<file path="src/rtl/uart_pkg.sv">
`default_nettype none
// ============================================================================
// uart_pkg : state encodings, tick-counter sizing and parity helper shared by
//            the uart_cosim_bridge files
// Revision : 1.0
// ============================================================================
package uart_pkg;

  localparam int MAX_DATA_BITS = 9;

  typedef enum logic [2:0] {
    TX_IDLE   = 3'd0,
    TX_START  = 3'd1,
    TX_DATA   = 3'd2,
    TX_PARITY = 3'd3,
    TX_STOP   = 3'd4
  } tx_state_t;

  typedef enum logic [2:0] {
    RX_IDLE   = 3'd0,
    RX_START  = 3'd1,
    RX_DATA   = 3'd2,
    RX_PARITY = 3'd3,
    RX_STOP   = 3'd4
  } rx_state_t;

  function automatic int tick_width(input int ticks);
    return (ticks <= 2) ? 1 : $clog2(ticks);
  endfunction

  // Even parity: the returned bit makes the total count of ones even.
  function automatic logic even_parity(input logic [MAX_DATA_BITS-1:0] bits);
    return ^bits;
  endfunction

endpackage
`default_nettype wire

</file>
<file path="src/rtl/uart_cosim_bridge_if.sv">
`default_nettype none
// ============================================================================
// uart_cosim_bridge_if : bench-side byte stream of the UART cosim bridge
// Revision : 1.0
// ============================================================================
interface uart_cosim_bridge_if #(
  parameter int DATA_BITS = 8
) ();

  logic [DATA_BITS-1:0] tx_data;
  logic                 tx_valid;
  logic                 tx_ready;
  logic [DATA_BITS-1:0] rx_data;
  logic                 rx_valid;
  logic                 rx_ready;
  logic                 rx_overflow;
  logic                 rx_frame_error;

  modport master (
    output tx_data, tx_valid, rx_ready,
    input  tx_ready, rx_data, rx_valid, rx_overflow, rx_frame_error
  );

  modport slave (
    input  tx_data, tx_valid, rx_ready,
    output tx_ready, rx_data, rx_valid, rx_overflow, rx_frame_error
  );

endinterface
`default_nettype wire

</file>
<file path="src/rtl/sync_fifo.sv">
`default_nettype none
// ============================================================================
// sync_fifo : first-word fall-through FIFO with registered overflow pulse
// Revision  : 1.0
// ============================================================================
module sync_fifo #(
  parameter int WIDTH = 8,
  parameter int DEPTH = 8
) (
  input  logic             clock,
  input  logic             reset_n,
  input  logic             push,
  input  logic [WIDTH-1:0] push_data,
  input  logic             pop,
  output logic [WIDTH-1:0] head,
  output logic             not_empty,
  output logic             overflow
);

  localparam int AW = (DEPTH > 2) ? $clog2(DEPTH) : 1;

  generate
    if (DEPTH < 2 || (DEPTH & (DEPTH - 1)) != 0) begin : g_bad_depth
      $error("sync_fifo: DEPTH must be a power of two >= 2");
    end
  endgenerate

  logic [WIDTH-1:0] mem [DEPTH];
  logic [AW:0]      wr_ptr;
  logic [AW:0]      rd_ptr;
  logic             empty;
  logic             full;
  logic             do_pop;
  logic             do_push;

  // Extra MSB on each pointer separates full from empty when indices match.
  assign empty   = (wr_ptr == rd_ptr);
  assign full    = (wr_ptr[AW] != rd_ptr[AW]) && (wr_ptr[AW-1:0] == rd_ptr[AW-1:0]);
  assign do_pop  = pop && !empty;
  assign do_push = push && (!full || do_pop);

  always_ff @(posedge clock) begin
    if (do_push) mem[wr_ptr[AW-1:0]] <= push_data;
  end

  always_ff @(posedge clock or negedge reset_n) begin
    if (!reset_n) begin
      wr_ptr   <= '0;
      rd_ptr   <= '0;
      overflow <= 1'b0;
    end else begin
      if (do_push) wr_ptr <= wr_ptr + 1'b1;
      if (do_pop)  rd_ptr <= rd_ptr + 1'b1;
      overflow <= push && full && !do_pop;
    end
  end

  assign head      = mem[rd_ptr[AW-1:0]];
  assign not_empty = !empty;

endmodule
`default_nettype wire

</file>
<file path="src/rtl/uart_cosim_bridge.sv">
`default_nettype none
// ============================================================================
// uart_cosim_bridge : RTL UART endpoint for cosim; TX/RX FSMs + RX FIFO.
//                     Define UART_PARITY_EN for an even parity bit both ways.
// Revision          : 1.0
// ============================================================================
module uart_cosim_bridge
  import uart_pkg::*;
#(
  parameter int TICKS_PER_BAUD = 4,
  parameter int DATA_BITS      = 8,
  parameter int STOP_BITS      = 1,
  parameter int RX_FIFO_DEPTH  = 8
) (
  input  logic               clock,
  input  logic               reset_n,
  uart_cosim_bridge_if.slave bus,
  output logic               serial_out,
  input  logic               serial_in,
  output logic               uart_sampling,
  output logic [7:0]         uart_ticks_counter,
  output logic [31:0]        uart_ticks_per_baud
);

  generate
    if (TICKS_PER_BAUD < 2 || TICKS_PER_BAUD > 256) begin : g_bad_ticks
      $error("uart_cosim_bridge: TICKS_PER_BAUD must be 2..256");
    end
    if (DATA_BITS < 5 || DATA_BITS > 9) begin : g_bad_data_bits
      $error("uart_cosim_bridge: DATA_BITS must be 5..9");
    end
    if (STOP_BITS < 1 || STOP_BITS > 2) begin : g_bad_stop_bits
      $error("uart_cosim_bridge: STOP_BITS must be 1 or 2");
    end
  endgenerate

  localparam int            TW        = tick_width(TICKS_PER_BAUD);
  localparam logic [TW-1:0] TICK_LAST = TW'(TICKS_PER_BAUD - 1);
  localparam logic [TW-1:0] TICK_MID  = TW'(TICKS_PER_BAUD / 2);
  localparam logic [3:0]    DATA_LAST = 4'(DATA_BITS - 1);
  localparam logic [3:0]    STOP_LAST = 4'(STOP_BITS - 1);

  tx_state_t            tx_state;
  logic [TW-1:0]        tx_tick;
  logic [3:0]           tx_bit;
  logic [DATA_BITS-1:0] tx_shift;
  logic                 tx_ready_q;
`ifdef UART_PARITY_EN
  logic                 tx_par;
`endif

  always_ff @(posedge clock or negedge reset_n) begin
    if (!reset_n) begin
      tx_state   <= TX_IDLE;
      tx_tick    <= '0;
      tx_bit     <= '0;
      tx_shift   <= '0;
      tx_ready_q <= 1'b1;
      serial_out <= 1'b1;
`ifdef UART_PARITY_EN
      tx_par     <= 1'b0;
`endif
    end else begin
      case (tx_state)
        TX_IDLE: begin
          if (bus.tx_valid) begin
            tx_state   <= TX_START;
            tx_tick    <= '0;
            tx_shift   <= bus.tx_data;
            tx_ready_q <= 1'b0;
            serial_out <= 1'b0;
`ifdef UART_PARITY_EN
            tx_par     <= even_parity(MAX_DATA_BITS'(bus.tx_data));
`endif
          end
        end
        TX_START: begin
          tx_tick <= tx_tick + TW'(1);
          if (tx_tick == TICK_LAST) begin
            tx_tick    <= '0;
            tx_bit     <= '0;
            tx_state   <= TX_DATA;
            serial_out <= tx_shift[0];
          end
        end
        TX_DATA: begin
          tx_tick <= tx_tick + TW'(1);
          if (tx_tick == TICK_LAST) begin
            tx_tick <= '0;
            if (tx_bit == DATA_LAST) begin
              tx_bit     <= '0;
`ifdef UART_PARITY_EN
              tx_state   <= TX_PARITY;
              serial_out <= tx_par;
`else
              tx_state   <= TX_STOP;
              serial_out <= 1'b1;
`endif
            end else begin
              tx_bit     <= tx_bit + 4'd1;
              tx_shift   <= tx_shift >> 1;
              serial_out <= tx_shift[1];
            end
          end
        end
`ifdef UART_PARITY_EN
        TX_PARITY: begin
          tx_tick <= tx_tick + TW'(1);
          if (tx_tick == TICK_LAST) begin
            tx_tick    <= '0;
            tx_state   <= TX_STOP;
            serial_out <= 1'b1;
          end
        end
`endif
        TX_STOP: begin
          tx_tick <= tx_tick + TW'(1);
          if (tx_tick == TICK_LAST) begin
            tx_tick <= '0;
            if (tx_bit == STOP_LAST) begin
              tx_state   <= TX_IDLE;
              tx_ready_q <= 1'b1;
            end else begin
              tx_bit <= tx_bit + 4'd1;
            end
          end
        end
        default: begin
          tx_state   <= TX_IDLE;
          tx_ready_q <= 1'b1;
          serial_out <= 1'b1;
        end
      endcase
    end
  end

  assign bus.tx_ready = tx_ready_q;

  rx_state_t            rx_state;
  logic                 rx_meta;
  logic                 rx_sync;
  logic [TW-1:0]        rx_tick;
  logic [TW-1:0]        rx_tick_next;
  logic [3:0]           rx_bit;
  logic [DATA_BITS-1:0] rx_shift;
  logic                 rx_push;
  logic [DATA_BITS-1:0] rx_push_data;
  logic                 rx_frame_err;
  logic                 parity_ok;
`ifdef UART_PARITY_EN
  logic                 rx_par_bit;
  assign parity_ok = (even_parity(MAX_DATA_BITS'(rx_shift)) == rx_par_bit);
`else
  assign parity_ok = 1'b1;
`endif

  assign rx_tick_next = (rx_tick == TICK_LAST) ? '0 : rx_tick + TW'(1);

  always_ff @(posedge clock or negedge reset_n) begin
    if (!reset_n) begin
      rx_meta       <= 1'b1;
      rx_sync       <= 1'b1;
      rx_state      <= RX_IDLE;
      rx_tick       <= '0;
      rx_bit        <= '0;
      rx_shift      <= '0;
      rx_push       <= 1'b0;
      rx_push_data  <= '0;
      rx_frame_err  <= 1'b0;
      uart_sampling <= 1'b0;
`ifdef UART_PARITY_EN
      rx_par_bit    <= 1'b0;
`endif
    end else begin
      rx_meta       <= serial_in;
      rx_sync       <= rx_meta;
      uart_sampling <= 1'b0;
      rx_push       <= 1'b0;
      rx_frame_err  <= 1'b0;
      case (rx_state)
        RX_IDLE: begin
          rx_tick <= '0;
          // The detecting cycle counts as tick 0 of the start bit.
          if (!rx_sync) begin
            rx_state <= RX_START;
            rx_tick  <= rx_tick_next;
          end
        end
        RX_START: begin
          rx_tick <= rx_tick_next;
          if (rx_tick == TICK_MID) begin
            if (rx_sync) begin
              rx_state <= RX_IDLE;
              rx_tick  <= '0;
            end else begin
              rx_state      <= RX_DATA;
              rx_bit        <= '0;
              uart_sampling <= 1'b1;
            end
          end
        end
        RX_DATA: begin
          rx_tick <= rx_tick_next;
          if (rx_tick == TICK_MID) begin
            uart_sampling <= 1'b1;
            rx_shift      <= {rx_sync, rx_shift[DATA_BITS-1:1]};
            if (rx_bit == DATA_LAST) begin
`ifdef UART_PARITY_EN
              rx_state <= RX_PARITY;
`else
              rx_state <= RX_STOP;
`endif
            end else begin
              rx_bit <= rx_bit + 4'd1;
            end
          end
        end
`ifdef UART_PARITY_EN
        RX_PARITY: begin
          rx_tick <= rx_tick_next;
          if (rx_tick == TICK_MID) begin
            uart_sampling <= 1'b1;
            rx_par_bit    <= rx_sync;
            rx_state      <= RX_STOP;
          end
        end
`endif
        RX_STOP: begin
          rx_tick <= rx_tick_next;
          if (rx_tick == TICK_MID) begin
            uart_sampling <= 1'b1;
            rx_state      <= RX_IDLE;
            rx_tick       <= '0;
            if (rx_sync && parity_ok) begin
              rx_push      <= 1'b1;
              rx_push_data <= rx_shift;
            end else begin
              rx_frame_err <= 1'b1;
            end
          end
        end
        default: begin
          rx_state <= RX_IDLE;
          rx_tick  <= '0;
        end
      endcase
    end
  end

  logic [DATA_BITS-1:0] fifo_head;
  logic                 fifo_not_empty;
  logic                 fifo_overflow;

  sync_fifo #(
    .WIDTH (DATA_BITS),
    .DEPTH (RX_FIFO_DEPTH)
  ) u_rx_fifo (
    .clock     (clock),
    .reset_n   (reset_n),
    .push      (rx_push),
    .push_data (rx_push_data),
    .pop       (bus.rx_ready),
    .head      (fifo_head),
    .not_empty (fifo_not_empty),
    .overflow  (fifo_overflow)
  );

  assign bus.rx_data          = fifo_head;
  assign bus.rx_valid         = fifo_not_empty;
  assign bus.rx_overflow      = fifo_overflow;
  assign bus.rx_frame_error   = rx_frame_err;
  assign uart_ticks_counter   = 8'(rx_tick);
  assign uart_ticks_per_baud  = 32'(TICKS_PER_BAUD);

endmodule
`default_nettype wire
</file>
<file path="src/flat_wrapper.sv">
// flat-port wrapper written by rule: the top's interface ports become plain ports
module uart_cosim_bridge_flat import uart_pkg::*;
#(
  parameter int TICKS_PER_BAUD = 4,
  parameter int DATA_BITS      = 8,
  parameter int STOP_BITS      = 1,
  parameter int RX_FIFO_DEPTH  = 8
)
  (clock, reset_n, serial_out, serial_in, uart_sampling, uart_ticks_counter, uart_ticks_per_baud, bus_tx_data, bus_tx_valid, bus_rx_ready, bus_tx_ready, bus_rx_data, bus_rx_valid, bus_rx_overflow, bus_rx_frame_error);
  uart_cosim_bridge_if #(.DATA_BITS(DATA_BITS)) bus_i ();
  input  logic clock;
  input  logic reset_n;
  output logic serial_out;
  input  logic serial_in;
  output logic uart_sampling;
  output logic [7:0] uart_ticks_counter;
  output logic [31:0] uart_ticks_per_baud;
  input wire logic [$bits(bus_i.tx_data)-1:0] bus_tx_data;
  input wire logic [$bits(bus_i.tx_valid)-1:0] bus_tx_valid;
  input wire logic [$bits(bus_i.rx_ready)-1:0] bus_rx_ready;
  output wire logic [$bits(bus_i.tx_ready)-1:0] bus_tx_ready;
  output wire logic [$bits(bus_i.rx_data)-1:0] bus_rx_data;
  output wire logic [$bits(bus_i.rx_valid)-1:0] bus_rx_valid;
  output wire logic [$bits(bus_i.rx_overflow)-1:0] bus_rx_overflow;
  output wire logic [$bits(bus_i.rx_frame_error)-1:0] bus_rx_frame_error;
  assign bus_i.tx_data = bus_tx_data;
  assign bus_i.tx_valid = bus_tx_valid;
  assign bus_i.rx_ready = bus_rx_ready;
  assign bus_tx_ready = bus_i.tx_ready;
  assign bus_rx_data = bus_i.rx_data;
  assign bus_rx_valid = bus_i.rx_valid;
  assign bus_rx_overflow = bus_i.rx_overflow;
  assign bus_rx_frame_error = bus_i.rx_frame_error;
  uart_cosim_bridge #(.TICKS_PER_BAUD(TICKS_PER_BAUD), .DATA_BITS(DATA_BITS), .STOP_BITS(STOP_BITS), .RX_FIFO_DEPTH(RX_FIFO_DEPTH)) u_core (.clock(clock), .reset_n(reset_n), .bus(bus_i), .serial_out(serial_out), .serial_in(serial_in), .uart_sampling(uart_sampling), .uart_ticks_counter(uart_ticks_counter), .uart_ticks_per_baud(uart_ticks_per_baud));
endmodule
</file>
<file path="config.mk">
export PLATFORM = sky130hd
export DESIGN_NAME = uart_cosim_bridge_flat
export DESIGN_NICKNAME = d
export VERILOG_FILES = /design/src/rtl/uart_pkg.sv /design/src/rtl/uart_cosim_bridge_if.sv /design/src/rtl/sync_fifo.sv /design/src/rtl/uart_cosim_bridge.sv /design/src/flat_wrapper.sv
export SDC_FILE = /design/constraint.sdc
export NUM_CORES = 1
export LEC_CHECK = 0
export CAP_MARGIN = 10
export CORE_ASPECT_RATIO = 0.7
export CORE_UTILIZATION = 45
export CTS_BUF_LIST = sky130_fd_sc_hd__clkbuf_8 sky130_fd_sc_hd__clkbuf_16
export DETAILED_ROUTE_END_ITERATION = 16
export GPL_TIMING_DRIVEN = 0
export PLACE_DENSITY = 0.67
export SETUP_SLACK_MARGIN = 0.15
export SYNTH_ARGS = -nofsm -noshare
export SYNTH_HDL_FRONTEND = slang
export SYNTH_SLANG_ARGS = --single-unit
export TNS_END_PERCENT = 1
</file>
<file path="constraint.sdc">
create_clock -name clock -period 2.58 [get_ports clock]
set_clock_uncertainty 0.05 [all_clocks]
set_input_delay 0.645 -clock clock [delete_from_list [all_inputs] [get_ports clock]]
set_output_delay 0.645 -clock clock [all_outputs]
set_load 0.005 [all_outputs]
</file>
[Word-level counts from Yosys, hierarchy flattened]
Memories as Yosys holds them, arrays and structs flattened.
Index checks and enable logic that the tools add are counted.
Cells by class
  mux-type cells: 55
  reductions and logical operators: 29
  divide/modulo/power cells: 0
  shift operators: 0
  order comparisons: 0
  multipliers: 0
  $add $sub $neg: 6
  equality and inequality tests: 29
  bitwise operators: 2
Operator list (count)
  4-bit two-way mux: 9
  3-bit two-way mux: 11
  8-bit two-way mux: 3
  3-bit one-hot mux with 4 select lines: 2
  2-bit by 1-bit inequality test with 1-bit output, second input constant: 9
  4-bit by 1-bit adder with 4-bit output, second input constant: 4
  8-bit one-hot mux with 2 select lines: 1
  1-bit two-way mux: 15
  5-bit AND reduction: 3
  2-bit two-way mux: 7
  2-bit inequality test, second input constant: 6
  4-bit one-hot mux with 3 select lines: 1
  4-bit AND reduction: 3
  4-bit by 3-bit equality test with 1-bit output, second input constant: 2
  2-bit one-hot mux with 4 select lines: 1
  4-bit one-hot mux with 2 select lines: 1
  2-bit equality test, second input constant: 3
  3-bit by 1-bit equality test with 1-bit output, second input constant: 2
  3-bit by 2-bit equality test with 1-bit output, second input constant: 2
  3-bit equality test, second input constant: 2
  3-bit logical NOT: 2
  6-bit AND reduction: 1
  2-bit nonzero test: 3
  1-bit logical AND: 5
  other kinds (17): 23
Storage, ports and cells
  bits in latches: 0
  input port bits: 13
  word-level logic and storage cells: 141
  flip-flop bits (word level): 58
  memories kept: 1
  output and inout port bits: 54
  memory bits (read-only): 0
  bits in writable memories: 64
Memories
  u_core.u_rx_fifo.mem: depth 8, width 8, read ports 1, clocked after memory_dff 0, wr ports 1, line sync_fifo.sv:28  | logic [WIDTH-1:0] mem [DEPTH];

[Logic depth before layout (Yosys ltp)]
  word-level depth: 7
  gate-level depth with buffers: 7

[Modules after synthesis]
Synthesis repeated with hierarchy kept, for this count alone.
Unflattened totals
  cell total of the unflattened synthesis: 405
  area total of the unflattened synthesis: 5770.5 um^2
By module, submodules not included
  sync_fifo: times used 1, cells each 146, area an instance 3022.9 um^2, seq. area each 2147.1 um^2
  uart_cosim_bridge: times used 1, cells each 259, area an instance 2747.6 um^2, seq. area each 1231.2 um^2

[Worst setup path after synthesis]
No wires, ideal clock.
  kind: register to register
  start: register u_core.u_rx_fifo.rd_ptr[0]
  end: memory u_core.u_rx_fifo.mem[3][0] (enable)
  cell stages (with the launch flop): 6
  data required time: 2.132 ns
  data arrival time: 1.906 ns
  setup time: 0.398 ns
  setup slack: 0.226 ns
  clock period less this slack: 2.354 ns
  cell sequence: dfrtp_1 > buf_4 > xnor2_1 > nand3_1 > nor2_1 > nor4b_1
On the way
  cells in the longest elaborated chain, start to end: 7
  elaborated cells on any way between the ends: 10
Ends and longest elaborated chain
  from (decl): line sync_fifo.sv:30  | logic [AW:0] rd_ptr;
  from (signal assigned): line sync_fifo.sv:53  | if (do_pop) rd_ptr <= rd_ptr + 1'b1;
  4-bit equality test or 3-bit equality test (tied branches): line sync_fifo.sv:37, sync_fifo.sv:38
  1-bit logical NOT or 1-bit logical AND (tied branches): line sync_fifo.sv:39, sync_fifo.sv:38
  1-bit logical AND or 1-bit logical NOT (tied branches): line sync_fifo.sv:39, sync_fifo.sv:40
  1-bit logical OR (*): line sync_fifo.sv:40  | assign do_push = push && (!full || do_pop);
  1-bit logical AND (*): line sync_fifo.sv:40
  1-bit two-way mux (*): line sync_fifo.sv:43  | if (do_push) mem[wr_ptr[AW-1:0]] <= push_data;
  1-bit two-way mux (not written as such) (*): line sync_fifo.sv:43
  to (decl): line sync_fifo.sv:28
Mark *: on every way between the ends. The rest lies on a longest branch, timed or not.

[Worst setup path after layout]
  start: register u_core.u_rx_fifo.rd_ptr[0]
  end: output port bus_rx_data[7]
On the way
  cells in the longest elaborated chain, start to end: 1
Ends and longest elaborated chain
  memory read 8 x 8 bit
  to (decl): line flat_wrapper.sv:22  | output wire logic [$bits(bus_i.rx_data)-1:0] bus_rx_data;
Every way passes these cells.

==> results.md <==
* Startpoint Class: flip-flop
* Hold buffers post-CTS at 0
* IO buf count at 28
* Core ar. at 11900 um2
* Slack of the critical path at -182 ps
* CP startpoint: u_core.u_rx_fifo.rd_ptr[0]$_DFFE_PN0P_
* RePlAce Congestion at 0.816
* Hold Violations, Final at 0
* Synth top area cells: edfxtp_1, dfrtp_1, mux2_2
* H-tree depth at 4
* Layout cell share with drive strength beyond 1 at 35.0%
* Post-synth top area share at 34.1%
* Netlist cell types at 59
* Slew HR at 28.2%
* Sequential area share after synthesis at 60.0%
* Mapped Area at 5630 um2
* Sink Count at 122
* Syn avg cell area at 14.3 um2
* Area of the die at 13000 um2
* TritonCTS Buffers at 17
* Fin crit period at 2760 ps
* CP Max Fanout at 6
* Die width at 136 um
* Crit path capture: bus_rx_data[7]
* Max Root-Sink Buffers at 2
* Fin nets at 515
* Skew-Pair Late Insertion Delay at 410 ps
* Worst R2R Setup Slack at 290 ps
* Vias per inst at 4.96
* Post-route cell area at 7170 um2
* Initial DRC Count at 192
* WL final at 10300 um
* Worst-margin pin slew at 1080 ps
* Slew Viols, Final at 0
* Post-synth EDFFs at 64
* Vias in the first global route at 3257
* Vias at 3286
* Status: complete, but fails checks
* Worst Path Required at 1880 ps
* Root buffer cell: clkbuf_16
* Final ANT Viol Nets at 0
* DR WL/cell at 15.6 um
* Overall Power at 7.40 mW
* Asr flop ratio synth at 47.5%
* Clock slew at reported path FFs at 60 ps
* Hold Crit Class: in -> async
* Initial Util at 47.2%
* Grt total ovfl at 0
* Finish-stage setup viols at 9
* Worst reg2reg path depth at 6
* Area grow syn2layout at 27.3%
* Crit path DAT at 2070 ps
* Period utilization at 107%
* Area after DPL at 6300 um2
* Largest net degree at the start of global routing at 42
* Total iterations of the first detailed-routing run at 4
* RSZ-0062 raised after global routing: true
* Cells after Synth at 395
* Max-cap violations at 0
* VDD IR max at 0.579 mV
* IO Count at 67
* Pwr dens at 1030 nW/um2
* Max Fclk at 362 MHz
* Yosys Warn Count at 0
* Die height at 95.6 um
* Capturing element type of the critical path: output port
* Failing checks: setup timing
* FP Rows at 33
* Setup CP Type: reg -> out
* Drc violations at 0
* GRT Resource Usage Total at 17.5%
* CTS tree: built
* DPL Wire Length at 6840 um
* Critical R2R Capture: u_core.u_rx_fifo.mem[6][5]$_DFFE_PP_
* Global-route wire length before repair at 16500 um
* Ant. Diodes at 0
* Hold_ws at 129 ps
* Antenna violations before repair at 0
* Leak pwr at 2.98 nW
* Synth Flop Type: edfxtp_1
* Area leader, netlist: edfxtp_1
* Register bit count reported by yosys at 122
* RR Startpoint: u_core.u_rx_fifo.rd_ptr[1]$_DFFE_PN0P_
## sequential cells by signal, summed over array words and instances, names as in the netlist, 4 cells and up
register,flops
u_core.u_rx_fifo.mem,64
u_core.rx_push_data,8
u_core.rx_shift,8
u_core.tx_shift,8
u_core.rx_bit,4
u_core.tx_bit,4
u_core.u_rx_fifo.rd_ptr,4
u_core.u_rx_fifo.wr_ptr,4
## cell usage in the layout, fill, tap and decap left out, types with 7 or more instances in the layout
| cell | synthesis | layout |
|---|---|---|
| clkbuf_16 | 0 | 17 |
| conb_1 | 2 | 38 |
| edfxtp_1 | 64 | 64 |
| nor2_1 | 11 | 11 |
| mux4_2 | 16 | 16 |
| o21ai_0 | 8 | 8 |
| mux2_4 | 0 | 7 |
| inv_1 | 12 | 15 |
| buf_4 | 39 | 47 |
| clkdlybuf4s50_1 | 0 | 19 |
| xnor2_1 | 9 | 7 |
| ha_1 | 10 | 10 |
| nand2_1 | 14 | 14 |
| mux2_2 | 42 | 35 |
| dfrtp_1 | 54 | 54 |
| a21oi_1 | 9 | 9 |
| nand2b_1 | 9 | 9 |
| buf_6 | 1 | 9 |
## per-stage QoR
stage / setup TNS (ps) / std cells / setup WS (ps) / utilization [%]
after global routing: -2140 / 662 / -264 / 60.1
after global placement: -88610 / 616 / -1060 / 52.3
after floorplan: 0 / 431 / 226 / -
after detailed placement: -13760 / 620 / -434 / 52.8
final: -1360 / 662 / -182 / 60.1
after CTS: -1550 / 661 / -205 / 60.0
## worst min-delay path by stage
stage,start,end,slack (ps),cells past startpoint
final,reset_n,u_core.tx_shift[0]$_DFFE_PN0P_,130,1
after global routing,reset_n,u_core.tx_shift[0]$_DFFE_PN0P_,160,1
after CTS,reset_n,u_core.tx_shift[1]$_DFFE_PN0P_,140,1
after detailed placement,u_core.rx_meta$_DFF_PN1_,u_core.rx_sync$_DFF_PN1_,300,0
after global placement,u_core.rx_meta$_DFF_PN1_,u_core.rx_sync$_DFF_PN1_,300,0
after floorplan,reset_n,u_core.bus.rx_frame_error$_DFF_PN0_,300,0
## timing repair
| action | 4_1_cts | 5_1_grt |
|---|---|---|
| setup buffers | 8 | 0 |
| gates cloned | 1 | 0 |
| pin swaps | 1 | 0 |
| endpoints found under the setup margin | 33 | 9 |
| resized for setup | 65 | 1 |
## cell families (layout without fill, tap and decap cells)
family / Yosys count / count (layout) / synth area share [%]
flip-flops: 122 / 122 / 60.0
AND/OR/NAND/NOR: 79 / 79 / 8.02
buffers and inverters: 66 / 140 / 7.22
multiplexers: 59 / 59 / 15.0
AO/OA/AOI/OAI: 47 / 47 / 5.91
adder cells (fa/ha/maj): 10 / 10 / 2.22
XOR/XNOR: 10 / 10 / 1.55
other: 2 / 38 / 0.133
## critical path: stages, from the launching register on
cell and delay, ps:
dfrtp_1 400, buf_12 140, buf_8 110, buf_12 100, mux4_2 510, mux2_4 300
buf_6 120
## area by class of cell
cell class	count	area (um2)
Timing Repair Buffer	42	458
Inverter	12	45.0
Multi-Input combinational cell	243	2050
Clock buffer	17	425
Clock inverter	15	208
Sequential cell	122	3380
Buffer	54	405
Fill cell	927	4760
Tap cell	157	196
## report_power, final
part	internal, mW	total (mW)	switching (mW)
sequential	2.26	2.45	0.185
combinational	1.45	2.45	0.997
clock	1.70	2.51	0.809
total	5.41	7.40	1.99
## cell usage after synthesis (5+ instances only)
| cell | number |
|---|---|
| a21oi_1 | 9 |
| buf_4 | 39 |
| clkbuf_1 | 10 |
| dfrtp_1 | 54 |
| edfxtp_1 | 64 |
| ha_1 | 10 |
| inv_1 | 12 |
| mux2_2 | 42 |
| mux4_2 | 16 |
| nand2_1 | 14 |
| nand2b_1 | 9 |
| nand3_1 | 6 |
| nor2_1 | 11 |
| nor3_1 | 5 |
| o21ai_0 | 8 |
| xnor2_1 | 9 |
## routing by layer
metal  wire length (um)  vias to the layer above  global-route usage, %  share of wire (%)
li1                   -                     1588                      -                  -
met3                373                        5                   4.94                3.6
met5                  0                        -                      0                  0
met1               5010                     1629                   23.9                 49
met4                 43                        0                   6.09               0.42
met2               4880                       64                   26.7                 47
Note: power is estimated with default switching activity, not from simulation.
